$ cat src/rtl/video_scanout.sv
// Video timing generator and pixel sink for the scan-out path.
// Presents positions to the controller and aligns returned pixels with DE/sync.
module video_scanout #(
    parameter int H_ACTIVE   = 720,
    parameter int H_FP       = 12,
    parameter int H_SYNC     = 64,
    parameter int H_BP       = 68,
    parameter int V_ACTIVE   = 720,
    parameter int V_FP       = 5,
    parameter int V_SYNC     = 5,
    parameter int V_BP       = 20,
    parameter int PIPE_DELAY = 3,
    parameter bit HSYNC_POL  = 1'b1,
    parameter bit VSYNC_POL  = 1'b1
) (
    input  logic        i_clock,
    input  logic        i_reset_n,
    input  logic        i_enable,
    output logic        o_video_hblank,
    output logic        o_video_vblank,
    output logic [10:0] o_video_pos_x,
    output logic [10:0] o_video_pos_y,
    input  logic [31:0] i_video_rdata,
    output logic [23:0] o_rgb,
    output logic        o_de,
    output logic        o_hsync,
    output logic        o_vsync,
    output logic        o_frame_start,
    output logic [31:0] o_frame_counter
);

    localparam int H_TOTAL = H_ACTIVE + H_FP + H_SYNC + H_BP;
    localparam int V_TOTAL = V_ACTIVE + V_FP + V_SYNC + V_BP;
    localparam int CW = 16;

    localparam logic [CW-1:0] H_LAST = CW'(H_TOTAL - 1);
    localparam logic [CW-1:0] V_LAST = CW'(V_TOTAL - 1);
    localparam logic [CW-1:0] H_ACT  = CW'(H_ACTIVE);
    localparam logic [CW-1:0] V_ACT  = CW'(V_ACTIVE);
    localparam logic [CW-1:0] HS_BEG = CW'(H_ACTIVE + H_FP);
    localparam logic [CW-1:0] HS_END = CW'(H_ACTIVE + H_FP + H_SYNC);
    localparam logic [CW-1:0] VS_BEG = CW'(V_ACTIVE + V_FP);
    localparam logic [CW-1:0] VS_END = CW'(V_ACTIVE + V_FP + V_SYNC);

    logic [CW-1:0] h_count;
    logic [CW-1:0] v_count;
    logic [CW-1:0] h_next;
    logic [CW-1:0] v_next;
    logic          running;

    logic de_raw;
    logic hs_raw;
    logic vs_raw;

    logic [PIPE_DELAY-1:0] de_pipe;
    logic [PIPE_DELAY-1:0] hs_pipe;
    logic [PIPE_DELAY-1:0] vs_pipe;

    logic de_d;
    logic hs_d;
    logic vs_d;

    logic unused_rdata;

    // An idle generator (after reset or disable) restarts at (0,0).
    always_comb begin
        h_next = '0;
        v_next = '0;
        if (running) begin
            if (h_count == H_LAST) begin
                h_next = '0;
                v_next = (v_count == V_LAST) ? '0 : v_count + CW'(1);
            end else begin
                h_next = h_count + CW'(1);
                v_next = v_count;
            end
        end
    end

    always_ff @(posedge i_clock or negedge i_reset_n) begin
        if (!i_reset_n) begin
            h_count         <= '0;
            v_count         <= '0;
            running         <= 1'b0;
            o_video_hblank  <= 1'b0;
            o_video_vblank  <= 1'b0;
            o_frame_start   <= 1'b0;
            o_frame_counter <= '0;
        end else if (!i_enable) begin
            h_count         <= '0;
            v_count         <= '0;
            running         <= 1'b0;
            o_video_hblank  <= 1'b1;
            o_video_vblank  <= 1'b1;
            o_frame_start   <= 1'b0;
        end else begin
            h_count        <= h_next;
            v_count        <= v_next;
            running        <= 1'b1;
            o_video_hblank <= (h_next >= H_ACT);
            o_video_vblank <= (v_next >= V_ACT);
            o_frame_start  <= (h_next == '0) && (v_next == '0);
            if (running && h_next == '0 && v_next == V_ACT) begin
                o_frame_counter <= o_frame_counter + 32'd1;
            end
        end
    end

    assign o_video_pos_x = h_count[10:0];
    assign o_video_pos_y = v_count[10:0];

    assign de_raw = running && (h_count < H_ACT) && (v_count < V_ACT);
    assign hs_raw = running && (h_count >= HS_BEG) && (h_count < HS_END);
    assign vs_raw = running && (v_count >= VS_BEG) && (v_count < VS_END);

    always_ff @(posedge i_clock or negedge i_reset_n) begin
        if (!i_reset_n) begin
            de_pipe <= '0;
            hs_pipe <= '0;
            vs_pipe <= '0;
        end else if (!i_enable) begin
            de_pipe <= '0;
            hs_pipe <= '0;
            vs_pipe <= '0;
        end else begin
            de_pipe[0] <= de_raw;
            hs_pipe[0] <= hs_raw;
            vs_pipe[0] <= vs_raw;
            for (int i = 1; i < PIPE_DELAY; i++) begin
                de_pipe[i] <= de_pipe[i-1];
                hs_pipe[i] <= hs_pipe[i-1];
                vs_pipe[i] <= vs_pipe[i-1];
            end
        end
    end

    assign de_d = de_pipe[PIPE_DELAY-1];
    assign hs_d = hs_pipe[PIPE_DELAY-1];
    assign vs_d = vs_pipe[PIPE_DELAY-1];

    always_ff @(posedge i_clock or negedge i_reset_n) begin
        if (!i_reset_n) begin
            o_rgb   <= '0;
            o_de    <= 1'b0;
            o_hsync <= ~HSYNC_POL;
            o_vsync <= ~VSYNC_POL;
        end else if (!i_enable) begin
            o_rgb   <= '0;
            o_de    <= 1'b0;
            o_hsync <= ~HSYNC_POL;
            o_vsync <= ~VSYNC_POL;
        end else begin
            o_rgb   <= de_d ? i_video_rdata[23:0] : 24'h0;
            o_de    <= de_d;
            o_hsync <= hs_d ~^ HSYNC_POL;
            o_vsync <= vs_d ~^ VSYNC_POL;
        end
    end

    // The pad byte of the pixel word carries nothing for the display.
    assign unused_rdata = ^i_video_rdata[31:24];

endmodule
$ cat config.mk
export PLATFORM = sky130hd
export DESIGN_NAME = video_scanout
export DESIGN_NICKNAME = d
export VERILOG_FILES = /design/src/rtl/video_scanout.sv
export SDC_FILE = /design/constraint.sdc
export NUM_CORES = 1
export LEC_CHECK = 0
export BUFFER_PORTS_ARGS = -buffer_cell sky130_fd_sc_hd__buf_4
export CAP_MARGIN = 10
export CORE_UTILIZATION = 38
export CTS_CLUSTER_DIAMETER = 30
export DETAILED_ROUTE_END_ITERATION = 12
export PLACE_DENSITY_LB_ADDON = 0.3
export SLEW_MARGIN = 15
export SYNTH_ARGS = -nofsm -noshare
export SYNTH_HDL_FRONTEND = slang
export SYNTH_SLANG_ARGS = --single-unit
$ cat constraint.sdc
create_clock -name i_clock -period 3.2 [get_ports i_clock]
set_input_delay 0.32 -clock i_clock [delete_from_list [all_inputs] [get_ports i_clock]]
set_output_delay 0.32 -clock i_clock [all_outputs]
set_load 0.02 [all_outputs]
---- After elaboration in Yosys (flattened, before gate mapping) ----
Cells that the tools add are included.
Widths: inputs -> output; s select.
storage, ports and cells
  bits in registers ....................... 104
  input bits .............................. 35
  word-level logic and storage cells ...... 59
operators by class
  $add $sub $neg .......................... 3
  order comparisons ....................... 8
  equal/unequal tests ..................... 3
  mux-type cells .......................... 19
  reduce and logical (&&, ||, !) cells .... 12
operators by type and width
  kind                   number
  $mux 16                7
  $ge 16x10->1 const B   4
  $lt 16x10->1 const B   4
  $eq 16x10->1 const B   3
  $mux 24                2
  $add 16x1->16 const B  2
  $add 32x1->32 const B  1
  $logic_not 16->1       2
  $logic_and 1x1->1      9
  $mux 3                 3
  $mux 1                 7
  $reduce_and 2->1       1

---- Depth between registers and ports, before layout ----
  depth in word-level cells ............... 7
  depth in mapped cells ................... 13

---- Least setup slack after synthesis ----
OpenSTA, ideal clock, no wires.
  path kind ............................... reg2reg
  start ................................... register v_count[1]
  end ..................................... register o_frame_counter[16]
  arrival time ............................ 2.840 ns
  required time ........................... 3.120 ns
  setup slack ............................. 0.281 ns
  cell stages (with the launch flop) ...... 13
  clock period less this slack ............ 2.919 ns
  cell sequence ........................... dfrtp_1 -> inv_1 -> ha_1 -> and4b_1 -> nand4_2 -> and2_4 -> buf_6 -> a31o_1 -> or2_0 -> or4b_1 -> nand3b_4 -> nor4_4 -> xor2_1
on the way
  longest elaborated chain between the ends .. 7
ends and longest elaborated chain
  element                                               line  text
  from (decl)                                           46    logic [CW-1:0] v_count;
  from (signal assigned)                                98    v_count <= v_next;
  $add 16x1->16 / $eq 16x10->1 (equally long branches)  72    v_next = (v_count == V_LAST) ? '0 : v_count + CW'(1);
  $mux 16                                               72
  $mux 16 *                                             70    if (h_count == H_LAST) begin
  $mux 16 *                                             69    if (running) begin
  $eq 16x10->1 *                                        103   if (running && h_next == '0 && v_next == V_ACT) begin
  $logic_and 1x1->1 *                                   103
  $reduce_and 2->1 (no line) *                          --
  to (signal assigned)                                  104   o_frame_counter <= o_frame_counter + 32'd1;
  to (decl)                                             29    output logic [31:0] o_frame_counter
Every way passes the cells marked *; elsewhere a longest branch is shown, timed or not.
A chain may end at the register's enable or synchronous reset.

---- Final worst setup path ----
  start ................................... register h_count[15]
  end ..................................... register o_frame_counter[17]
on the way
  longest elaborated chain between the ends .. 7
ends and longest elaborated chain
  element                                               line    text
  from (decl)                                           45      logic [CW-1:0] h_count;
  from (signal assigned)                                97      h_count <= h_next;
  $add 16x1->16 / $eq 16x10->1 (equally long branches)  74, 70
  $mux 16                                               70
  $mux 16                                               69
  $logic_not 16->1                                      103
  $logic_and 1x1->1                                     103
  $logic_and 1x1->1 *                                   103
  $reduce_and 2->1 (no line) *                          --
Marks and branches as above.

==> results.md <==
- sky130_fd_sc_hd__dfrtp_1 — Synth Flop Type
- nor4_4 > a41oi_4 > buf_4 > a31oi_1 > o22ai_1 > nor4_1 > and4bb_4 > nand4_1 > buf_4 > nor4_1 > xor2_1 — CP cell instances
- 0.17 ns — reg-to-reg setup timing slack
- 0.35 ns — clock insertion delay at the later pin of the skew report
- 0 — number of slew-limit violations in the final report
- 2610 sq um — area of the multi-input gates
- 50.4% — headroom to the max-slew limit
- 104 — Num Clock Sinks
- 13600 um — post-detailed-routing wire length
- 3.31 ns — Arr. time, crit path
- 3.03 ns — minimum clock period after layout
- 4573 — via total after detailed routing
- flop — CP Capture Type
- 39.4% — effective utilization at floorplan
- 0.00349 uW — static leakage
- 0.745 ns — Worst Max-Slew Pin Slew
- simple AND/OR/NAND/NOR gates — cell type group with the largest total delay on the critical path
- 6.80% — post-synthesis compound-gate area fraction
- 104 — FF+latch count, synth
- 0 — post-route antenna net violation count
- 2 — CTS max path bufs
- 58 — pin count of the biggest net entering global routing
- input port to async pin — worst hold path class
- 0.07 ns — clock transition time at the flip-flop clock pins of the worst setup and hold paths
- 617 — total nets after synthesis
- 1305 — Filler Cell Count
- 119 — count of boundary I/O pins
- 11 — CP Depth
- 123 um — die height
- 0.45 ns — largest stage delay on the critical path
- 5 — first-pass iteration count of the detailed router
- 14100 sq um — Core Box Area
- 1.35% — post-synthesis share of cell area spent on full adders, half adders and majority gates
- simple AND/OR/NAND/NOR gates — dominant combinational cell family by area after synthesis
- 100% — fraction of synthesis flops using an asynchronous set or reset pin
- sky130_fd_sc_hd__dfrtp_1 — cell with the largest stage delay on the worst path
- flop — type of element launching the critical path
- 0 — initial antenna violation count
- 0 — post-cts hold buffer count
- 3.48 ns — CP required
- 0 — Yosys Warn Count
- 110 — number of buffers inserted by port buffering
- 15.5 um — DR WL/cell
- flop to flop — type of the worst setup path
- 0 — Setup-failing EPs final
- 26.6% — synthesis-to-layout area growth
- o_frame_counter[17] — RR Endpoint
- 0 — number of inserted diodes
- 67 — count of different cell masters after synthesis
- 2600 sq um — area of all sequential standard cells
- 13 — top fanout value on the critical path
- 43 — number of rows in the core area
- h_count[15] — source of the worst register-to-register timing path
- sky130_fd_sc_hd__buf_4 — most common cell after layout, fill and taps aside
- 3 — maximum level of the CTS H-tree
- 5560 sq um — Syn Std Cell Area
- 18.7% — global router's overall resource usage
- 0.563% — mux cell area share after synthesis
- 576 — post-synthesis instance total
- 5.22 — average via count per standard cell
- 0 — number of synthesized flops with an enable pin
- 0 ns — Setup Total Neg Slack
- 27.8% — synthesized-area fraction occupied by and/or/nand/nor cells
- 0 — count of final hold-check violations
- 2590 uW — sum of internal, switching and leakage power
- 9.14% — XOR/XNOR share of the synthesized area
- 11 — worst reg2reg path depth
- 160 x sky130_fd_sc_hd__buf_4, 103 x sky130_fd_sc_hd__dfrtp_1, 66 x sky130_fd_sc_hd__nor2_1, 35 x sky130_fd_sc_hd__nand2_1, 34 x sky130_fd_sc_hd__xor2_1 — top library cells by usage in the layout, fill and taps aside
- 15100 sq um — die footprint
- 0.873 — RePlAce Congestion
- 0.0180 ns — Fin Hold WS
- finished clean — status
- 0.00751 ns — Fin Clk Skew
- 94.8% — post-route clock period utilization
- 9 — number of buffers created by CTS
- 123 um — die outline width
- 2 — crit path buf inv count
- 732 — layout net count
- 0 — DRC violation count after routing
- 21900 um — first-pass GRT wire length
- 0 — sum of overflow across all layers after global routing
- 0.257 mV — Peak VDD IR
- 9.65 sq um — mean cell area of the mapped netlist
- 29.0% — layout cell share with drive strength beyond 1
- 0 — Maximum Capacitance Violations
- yes — CTS tree
- sky130_fd_sc_hd__clkbuf_16 — buffer cell driving the clock tree root
- 9760 um — estimated wirelength of the detail-placed design
- 46.8% — register area share after synthesis
- 358 — Detailed Route Iter0 Violations
- 4456 — via count of the first global-routing pass
- 368 nW/um^2 — Power Dens Cells
- 330 MHz — top achievable clock speed
synth_stat cells (all sizes together), types with 20 or more instances:
cell type	instances	area share, %
buf	39	4.8
nor2	68	4.7
and3	33	3.7
nand2	35	2.4
inv	23	1.6
nand3	30	2.7
xnor2	24	3.8
nand4	20	2.5
dfrtp	104	47
nor3	21	2.0
xor2	34	5.4
repair_timing:
action / in CTS / in global routing
endpoints found under the setup margin: 0 / 27
gates resized for setup: 0 / 18
hold endpoints to repair: 0 / 0
buffers inserted: 0 / 7
state kept, by name, indices dropped and copies added, names as in the netlist:
register         cells
o_frame_counter     32
v_count             16
o_rgb               24
o_vsync              1
o_frame_start        1
o_video_vblank       1
o_hsync              1
h_count             16
running              1
de_pipe              3
o_video_hblank       1
o_de                 1
vs_pipe              3
hs_pipe              3
report_power, final:
group	switching (uW)	total, uW	internal (uW)
clock network	497	1130	634
logic	78.9	130	51.0
registers	5.57	1330	1320
total	582	2590	2010
worst max path at each step:
stage,start,end
after global placement,v_count[15],o_frame_counter[18]
final,h_count[15],o_frame_counter[17]
after CTS,h_count[0],o_frame_counter[18]
after global routing,h_count[15],o_frame_counter[23]
after floorplan,v_count[1],o_frame_counter[16]
after detailed placement,h_count[15],o_frame_counter[18]
metrics by stage:
step                      instance area [sq um]  worst slack, ns  utilization [%]  cells
after detailed placement                   6600           0.0460             46.8    853
final                                      7040            0.168             49.9    876
after floorplan                            5560            0.281                -    576
after global placement                     6600           0.0646             46.8    853
after CTS                                  6910           0.0277             49.0    869
after global routing                       7040          -0.0252             49.9    876
final cells by class:
class                   instances  area share [%]
repair buffers                160            17.1
clock inverters                 5           0.907
inverters                      23            1.23
flip-flops and latches        104            37.0
well taps                     180            3.20
multi-input cells             393            37.1
clock buffers                  11            3.45
per-layer routing:
layer  global-route usage [%]  share of wire (%)  up-vias  wire length (um)
met3                     3.92                6.4       17               877
met2                     30.6                 47      150              6390
met5                        0                  0        -                 0
met1                     24.9                 45     2209              6150
met4                     5.64                1.3        0               180
li1                         -                  -     2197                 -
logic make-up (layout without fill, tap and decap cells):
kind of cell / after synthesis / count (layout)
compound gates: 53 / 53
buf+inv: 79 / 199
fa+ha+maj: 6 / 6
xor+xnor: 58 / 58
flops: 104 / 104
mux: 3 / 3
simple gates: 273 / 273
(Power assumes the default switching activity.)
